### config.mk
export PLATFORM = sky130hd
export DESIGN_NAME = seq_digital_lock
export DESIGN_NICKNAME = d
export VERILOG_FILES = /design/src/rtl/seq_digital_lock.sv
export SDC_FILE = /design/constraint.sdc
export NUM_CORES = 1
export LEC_CHECK = 0
export CORE_UTILIZATION = 38
export CTS_CLUSTER_SIZE = 10
export DETAILED_ROUTE_END_ITERATION = 10
export SLEW_MARGIN = 15
export SYNTH_ARGS = -nofsm -noshare
export SYNTH_HDL_FRONTEND = slang
export SYNTH_SLANG_ARGS = --single-unit
export TNS_END_PERCENT = 50
### constraint.sdc
create_clock -name clk -period 3.75 [get_ports clk]
set_input_delay 0.9375 -clock clk [delete_from_list [all_inputs] [get_ports clk]]
set_output_delay 0.9375 -clock clk [all_outputs]
set_load 0.01 [all_outputs]
### src/rtl/seq_digital_lock.sv
// ---------------------------------------------------------------------------
// seq_digital_lock
//   Sequential keypad lock. Digits are shifted into an entry buffer (first
//   digit ends up most significant). The attempt is submitted with enter and
//   compared against the stored code. A match opens the lock for
//   UNLOCK_CYCLES cycles. MAX_TRIES consecutive failures start a lockout of
//   LOCKOUT_CYCLES cycles, during which all inputs are ignored.
//
//   Optional feature macro: SEQ_DIGITAL_LOCK_PROG_EN
//     Adds the prog input and a PROG state. From OPEN, prog lets a new code
//     be entered and stored. Without the macro the code is fixed to
//     DEFAULT_CODE.
//
//   State table
//     state   | meaning
//     IDLE    | no digits held, waiting for the first digit or enter
//     ENTRY   | collecting digits (count saturates at CODE_LEN)
//     OPEN    | unlock high, timer counting down UNLOCK_CYCLES
//     LOCKOUT | alarm/locked_out high, timer counting down LOCKOUT_CYCLES
//     PROG    | (macro only) collecting a new code
//
// Ports
//   clk         in   rising-edge clock
//   reset       in   synchronous, active-high reset
//   digit_valid in   digit strobe
//   digit       in   digit value [DIGIT_W]
//   enter       in   submit attempt
//   cancel      in   abort entry / relock
//   prog        in   (macro only) start reprogramming from OPEN
//   unlock      out  lock is open
//   alarm       out  raised during lockout
//   locked_out  out  lockout timer running
//   fail_count  out  consecutive failed attempts
// ---------------------------------------------------------------------------
module seq_digital_lock #(
    parameter int DIGIT_W        = 4,
    parameter int CODE_LEN       = 4,
    parameter logic [CODE_LEN*DIGIT_W-1:0] DEFAULT_CODE = 16'hA5C3,
    parameter int MAX_TRIES      = 3,
    parameter int UNLOCK_CYCLES  = 50,
    parameter int LOCKOUT_CYCLES = 1000
) (
    input  logic                           clk,
    input  logic                           reset,
    input  logic                           digit_valid,
    input  logic [DIGIT_W-1:0]             digit,
    input  logic                           enter,
    input  logic                           cancel,
`ifdef SEQ_DIGITAL_LOCK_PROG_EN
    input  logic                           prog,
`endif
    output logic                           unlock,
    output logic                           alarm,
    output logic                           locked_out,
    output logic [$clog2(MAX_TRIES+1)-1:0] fail_count
);

    localparam int CW   = CODE_LEN * DIGIT_W;
    localparam int NW   = $clog2(CODE_LEN + 1);
    localparam int FW   = $clog2(MAX_TRIES + 1);
    localparam int TMAX = (UNLOCK_CYCLES > LOCKOUT_CYCLES) ? UNLOCK_CYCLES : LOCKOUT_CYCLES;
    localparam int TW   = $clog2(TMAX + 1);

`ifdef SEQ_DIGITAL_LOCK_PROG_EN
    typedef enum logic [2:0] {S_IDLE, S_ENTRY, S_OPEN, S_LOCKOUT, S_PROG} state_t;
`else
    typedef enum logic [1:0] {S_IDLE, S_ENTRY, S_OPEN, S_LOCKOUT} state_t;
`endif

    state_t          state, state_n;
    logic [CW-1:0]   buffer, buffer_n;
    logic [NW-1:0]   count, count_n;
    logic [FW-1:0]   fail_n;
    logic [TW-1:0]   timer, timer_n;
    logic [CW-1:0]   code;
    logic            unlock_n, alarm_n;

    logic [CW-1:0]   buf_shift;
    logic            dig_ok;
    logic            full;
    logic            match;
    logic [FW-1:0]   fail_inc;

`ifdef SEQ_DIGITAL_LOCK_PROG_EN
    logic [CW-1:0]   code_n;
`else
    assign code = DEFAULT_CODE;
`endif

    assign buf_shift = (buffer << DIGIT_W) | CW'(digit);
    assign full      = (count == NW'(CODE_LEN));
    assign dig_ok    = digit_valid && !full;
    assign match     = full && (buffer == code);
    assign fail_inc  = fail_count + FW'(1);

    // State and datapath registers
    always_ff @(posedge clk) begin
        if (reset) begin
            state      <= S_IDLE;
            buffer     <= '0;
            count      <= '0;
            fail_count <= '0;
            timer      <= '0;
            unlock     <= 1'b0;
            alarm      <= 1'b0;
            locked_out <= 1'b0;
`ifdef SEQ_DIGITAL_LOCK_PROG_EN
            code       <= DEFAULT_CODE;
`endif
        end else begin
            state      <= state_n;
            buffer     <= buffer_n;
            count      <= count_n;
            fail_count <= fail_n;
            timer      <= timer_n;
            unlock     <= unlock_n;
            alarm      <= alarm_n;
            locked_out <= alarm_n;
`ifdef SEQ_DIGITAL_LOCK_PROG_EN
            code       <= code_n;
`endif
        end
    end

    // Next-state and datapath logic; cancel > enter > digit_valid
    always_comb begin
        state_n  = state;
        buffer_n = buffer;
        count_n  = count;
        fail_n   = fail_count;
        timer_n  = timer;
`ifdef SEQ_DIGITAL_LOCK_PROG_EN
        code_n   = code;
`endif
        case (state)
            S_IDLE, S_ENTRY: begin
                if (cancel) begin
                    state_n  = S_IDLE;
                    buffer_n = '0;
                    count_n  = '0;
                end else if (enter) begin
                    buffer_n = '0;
                    count_n  = '0;
                    if (match) begin
                        state_n = S_OPEN;
                        fail_n  = '0;
                        timer_n = TW'(UNLOCK_CYCLES - 1);
                    end else begin
                        fail_n = fail_inc;
                        if (fail_inc == FW'(MAX_TRIES)) begin
                            state_n = S_LOCKOUT;
                            timer_n = TW'(LOCKOUT_CYCLES - 1);
                        end else begin
                            state_n = S_IDLE;
                        end
                    end
                end else if (dig_ok) begin
                    state_n  = S_ENTRY;
                    buffer_n = buf_shift;
                    count_n  = count + NW'(1);
                end
            end
            S_OPEN: begin
                if (cancel) begin
                    state_n = S_IDLE;
`ifdef SEQ_DIGITAL_LOCK_PROG_EN
                end else if (prog) begin
                    state_n = S_PROG;
`endif
                end else if (timer == '0) begin
                    state_n = S_IDLE;
                end else begin
                    timer_n = timer - TW'(1);
                end
            end
            S_LOCKOUT: begin
                if (timer == '0) begin
                    state_n = S_IDLE;
                    fail_n  = '0;
                end else begin
                    timer_n = timer - TW'(1);
                end
            end
`ifdef SEQ_DIGITAL_LOCK_PROG_EN
            S_PROG: begin
                if (cancel) begin
                    state_n  = S_IDLE;
                    buffer_n = '0;
                    count_n  = '0;
                end else if (enter) begin
                    if (full) code_n = buffer;
                    state_n  = S_IDLE;
                    buffer_n = '0;
                    count_n  = '0;
                end else if (dig_ok) begin
                    buffer_n = buf_shift;
                    count_n  = count + NW'(1);
                end
            end
`endif
            default: begin
                state_n  = S_IDLE;
                buffer_n = '0;
                count_n  = '0;
            end
        endcase
    end

    // Outputs are registered copies of the decoded next state
    always_comb begin
        unlock_n = (state_n == S_OPEN);
        alarm_n  = (state_n == S_LOCKOUT);
    end

endmodule

Word-level counts from Yosys, hierarchy flattened
Cells that the tools add are included.
{ "totals": {"wordCells": 61, "input_bits": 9, "out_inout_bits": 5, "reg_bits": 35} }
{ "op_classes": {"n_eq_ne": 13, "n_reduce_logical": 11, "bitwise_logic": 1, "n_addsub": 3, "muxes": 26} }
{ "ops": {"columns": ["op", "n"], "rows": [
  ["two-way mux 10 bit", 6],
  ["two-way mux 16 bit", 3],
  ["one-hot mux 10 bit (3 select lines)", 1],
  ["two-way mux 2 bit", 11],
  ["equality test 16 bit (second input constant)", 1],
  ["OR 16 x 4 -> 16 bit", 1],
  ["equality test 2 bit (second input constant)", 5],
  ["zero test 10 bit", 1],
  ["subtractor 10 x 1 -> 10 bit (second input constant)", 1],
  ["two-way mux 3 bit", 3],
  ["inequality test 2 bit (second input constant)", 4],
  ["AND reduction 4 bit", 2],
  ["one-hot mux 2 bit (3 select lines)", 1],
  ["one-hot mux 2 bit (2 select lines)", 1],
  ["adder 3 x 1 -> 3 bit (second input constant)", 1],
  ["equality test 3 bit (second input constant)", 1],
  ["inequality test 3 bit (second input constant)", 1],
  ["nonzero test 3 bit", 1],
  ["adder 2 x 1 -> 2 bit (second input constant)", 1],
  ["equality test 2 x 1 -> 1 bit (second input constant)", 1],
  ["logical AND 1 bit", 2],
  ["zero test 2 bit", 1],
  ["AND reduction 2 bit", 1],
  ["nonzero test 2 bit", 1],
  ["other kinds (2)", 2]
]} }

Depth between registers and ports, before layout
{ "depth": {"depth_word": 8, "depth_mapped": 8, "ltp_nobuf": 8} }

Least setup slack after synthesis
OpenSTA, ideal clock, no wires.
{ "synth_timing": {"kind": "input port to flip-flop", "from": "input digit_valid", "to": "register buffer[12]", "setup_ns": 0.119, "slack_ns": 1.733, "path_buffers": 2, "stages": 5, "t_required_ns": 3.631, "arrival_ns": 1.899, "path_cell_list": "nand2_1 or2_2 clkbuf_1 clkbuf_1 o221a_2"} }
{ "synth_via": {"elab_chain_cells": 3} }
{ "synth_lines": {"columns": ["element", "line", "text"], "rows": [
  ["start: declaration", "45", "input logic digit_valid,"],
  ["logical AND 1 bit", "92", "assign dig_ok = digit_valid && !full;"],
  ["nonzero test 3 bit (no line)", null, null],
  ["AND reduction 2 bit (no line)", null, null],
  ["end signal: assignment", "112", "buffer <= buffer_n;"],
  ["end: declaration", "71", "logic [CW-1:0] buffer, buffer_n;"]
]} }
No other way between the ends.
A chain may end at the register's enable or synchronous reset.

Final worst setup path
{ "layout_timing": {"from": "input cancel", "to": "register buffer[7]"} }
{ "layout_via": {"elab_chain_cells": 2, "elab_cells_between_ends": 3, "classes_between": "mux (1); reduce/logical (2)"} }
{ "layout_lines": {"columns": ["element", "line", "text"], "rows": [
  ["start: declaration", "48", "input logic cancel,"],
  ["nonzero test 3 bit (no line)", null, null],
  ["AND reduction 2 bit (no line)", null, null]
]} }
Parallel ways exist; a longest one is shown, timed or not.

==> results.md <==
* Run status: completed
* Overall overflow remaining after global route at 0
* Master cell of the clock root buffer: clkbuf_8
* Post-synthesis instance area at 1640 um^2
* Worst vdd rail ir drop at ~150 uV
* N_diodes at 0
* Instance area at placement at ~1800 um^2
* Fraction of final layout cells sized beyond drive strength 1 at 20.9%
* Fmax achieved at ~0.38 GHz
* RD Place Congestion at slightly below 0.8
* Hold WS at ~0.50 ns
* Post-route antenna net violation count at 0
* Crit Reg-Reg Startpoint: timer[1]
* Setup slack of the worst register-to-register path at about 1.5 ns
* WHS Endpoint: timer[0]
* Global Route met1 Usage at about a fifth
* Number of enable-type register cells in the synthesized netlist at 0
* Worst hold path stage count at 1
* Worst Setup Slack post-DPL at between 0.8 and 0.9 ns
* Req. time, crit path at slightly below 4 ns
* Total vias in the final route at about 1400
* Post-CTS Setup Inserts at 0
* # fillers at around 370
* Post-route standard cell area excluding fillers at ~1900 um^2
* Highest fanout seen on the critical path at 17
* Final Worst Setup Slack at roughly 1.1 ns
* Top library cells by usage in the layout, fill and taps aside: dfxtp_1, o221a_2, nor2_1
* Nature of the critical path endpoint: flop
* Total negative slack at 0 ns
* Post-Layout Cell Count at approximately 240
* Per-cell routed wire length at 14.2 um
* Num ports at 14
* Placed wire-length estimate after detailed placement at between 2 and 2.5 mm
* Number of warnings reported in the yosys synthesis log at 0
* Ratio of routed vias to standard cells at approximately 5.7
* FFs w/ async S/R, synth at 0%
* Count of TritonRoute iterations in the first routing pass at 4
* Hold Path Class: flop to flop
* Quantity of hold-fixing buffers added after cts at 0
* Top Usage Layer GRT: met2
* Commonest non-fill, non-tap cell in the layout: dfxtp_1
* Number of placement rows at 23
* Critical setup path kind: input pin to flop
* Maximum number of pins on one net before global-route repair at 22
* Die width at 67.7 um
* Net count, final at between 150 and 200
* Share of the synthesized area in the top cell type at approximately 43%
* Post_cts resized at 0
* Syn Area/Cell at about 9.5 um^2
* Post-detailed-routing wire length at ~3.4 mm
* Count of different cell masters after synthesis at between 40 and 50
* Share of the clock period used by the worst path at between 60% and 70%
* Net count of the mapped netlist at approximately 190
* Core Area at ~4100 um^2
* Buffer levels on the longest clock path at 2
* Sequential element share of the synthesized area at 42.7%
* Worst EP arrival at ~2.9 ns
* Area occupied by multi-input gates at roughly 850 um^2
* Initial core utilization at between 40% and 50%
* Slew at the pin with the worst max-slew slack at about 1.1 ns
* CTS buffer count at 5
* CTS tree: done
* Largest cells by area after synthesis: dfxtp_1, o221a_2, nor2_1
* Worst skew pair latency at 0.28 ns
* Cell leakage power at between 0.6 and 0.7 nW
* Total Die Area at approximately 4600 um^2
* Tightest slew margin relative to the limit at 28.9%
* DR iter-0 viols at 48
* Number of buffers inserted by port buffering at 13
* Kind of start point of the critical path: input pin
* Worst setup skew after layout at approximately 0.0051 ns
* Via count of the first global-routing pass at between 1000 and 1500
* Primary FF master, synth: dfxtp_1
* Post-synthesis cell type with the largest combined area: dfxtp_1
* Final setup fails at 0
* Register Area at ~700 um^2
* Global routing usage on met3 at 5.41%
* Synth-to-layout area growth at 15.7%
* Global-route met2 utilization at between 20% and 30%
* Cells on worst reg2reg path at 8
* Register clock-pin slew on the reported worst setup and hold paths at around 0.07 ns
* Unrepaired setup endpoints after global routing: false
* Beginning of the worst hold path: timer[0]
* RR Endpoint: timer[8]
* Total power per unit cell area at approximately 380 nW/um^2
* First-pass GRT wire length at 5.56 mm
* Die outline height at around 68 um
* Initial antenna violation count at 0
* Total track usage at between 10% and 20%
* Number of register bits inferred by synthesis at 35
* Final routed DRC violation total at 0
* Number of hold violations in the final report at 0
* Number of pins with negative max-slew slack in the final report at 0
* Final worst path period need at 2.62 ns
* Synth Instances at approximately 170
* Clock net sink count at 35
* Max-capacitance violation count at 0
* H-tree level count at 2
* Instance count after placement with tap cells included at about 230
## logic make-up after synthesis
logic type | after synthesis | share of synthesized area (%)
simple gates | 56 | 19.6
flops | 35 | 42.7
compound gates | 55 | 28.4
buf+inv | 21 | 5.11
fa+ha+maj | 4 | 3.05
xor+xnor | 2 | 1.07
## power breakdown
group / switching [W] / leakage [nW] / total [W] / internal (W)
clock network: 0.000138 / 0.0402 / 0.000267 / 0.000129
registers: 0.00000754 / 0.284 / 0.000388 / 0.000381
logic: 0.0000307 / 0.358 / 0.0000582 / 0.0000275
total: 0.000176 / 0.682 / 0.000713 / 0.000537
## worst max-delay path by stage
stage | depth (start not counted) | from | to
6_report | 5 | cancel | buffer[7]
5_1_grt | 5 | cancel | buffer[7]
4_1_cts | 5 | cancel | buffer[13]
3_5_place_dp | 5 | cancel | buffer[13]
3_3_place_gp | 5 | cancel | buffer[9]
2_1_floorplan | 5 | digit_valid | buffer[12]
## routing by layer
metal / up-vias / share of wire [%] / wire (um)
li1: 674 / - / -
met1: 648 / 47 / 1600
met2: 23 / 47 / 1580
met3: 6 / 4.0 / 136
met4: 0 / 1.4 / 47
met5: - / 0 / 0
## synthesized netlist by cell type (all sizes together), types with 6 or more instances
library cell and count:
nand2 12, nor2 16, o221a 17, o21ai 8
a21oi 11, inv 12, nor3 7, clkbuf 7
dfxtp 35, a31oi 6
## area by class of cell
class | count | share of cell area [%]
Clock buffer | 5 | 3.63
Clock inverter | 3 | 1.06
Inverter | 12 | 2.37
Multi-Input combinational cell | 117 | 45.1
Sequential cell | 35 | 36.9
Tap cell | 50 | 3.30
Timing Repair Buffer | 15 | 7.65
## state kept, by name, summed over array words and instances (netlist names)
signal      cells
fail_count      2
state           2
count           3
timer          10
unlock          1
locked_out      1
buffer         16
## stage by stage
| stage | total power (W) | util [%] |
|---|---|---|
| 2_1_floorplan | 0.000433 | - |
| 3_3_place_gp | 0.000452 | 44.6 |
| 3_5_place_dp | 0.000455 | 44.6 |
| 4_1_cts | 0.000719 | 46.7 |
| 5_1_grt | 0.000745 | 46.7 |
| 6_report | 0.000713 | 46.7 |
## worst max-delay path, stage by stage
cell and delay (ns):
clkdlybuf4s50_1 0.47, nor2_1 0.17, nor2_1 0.08, nor2_1 0.84, o221a_2 0.35
Power figures use the tool's default switching activity.
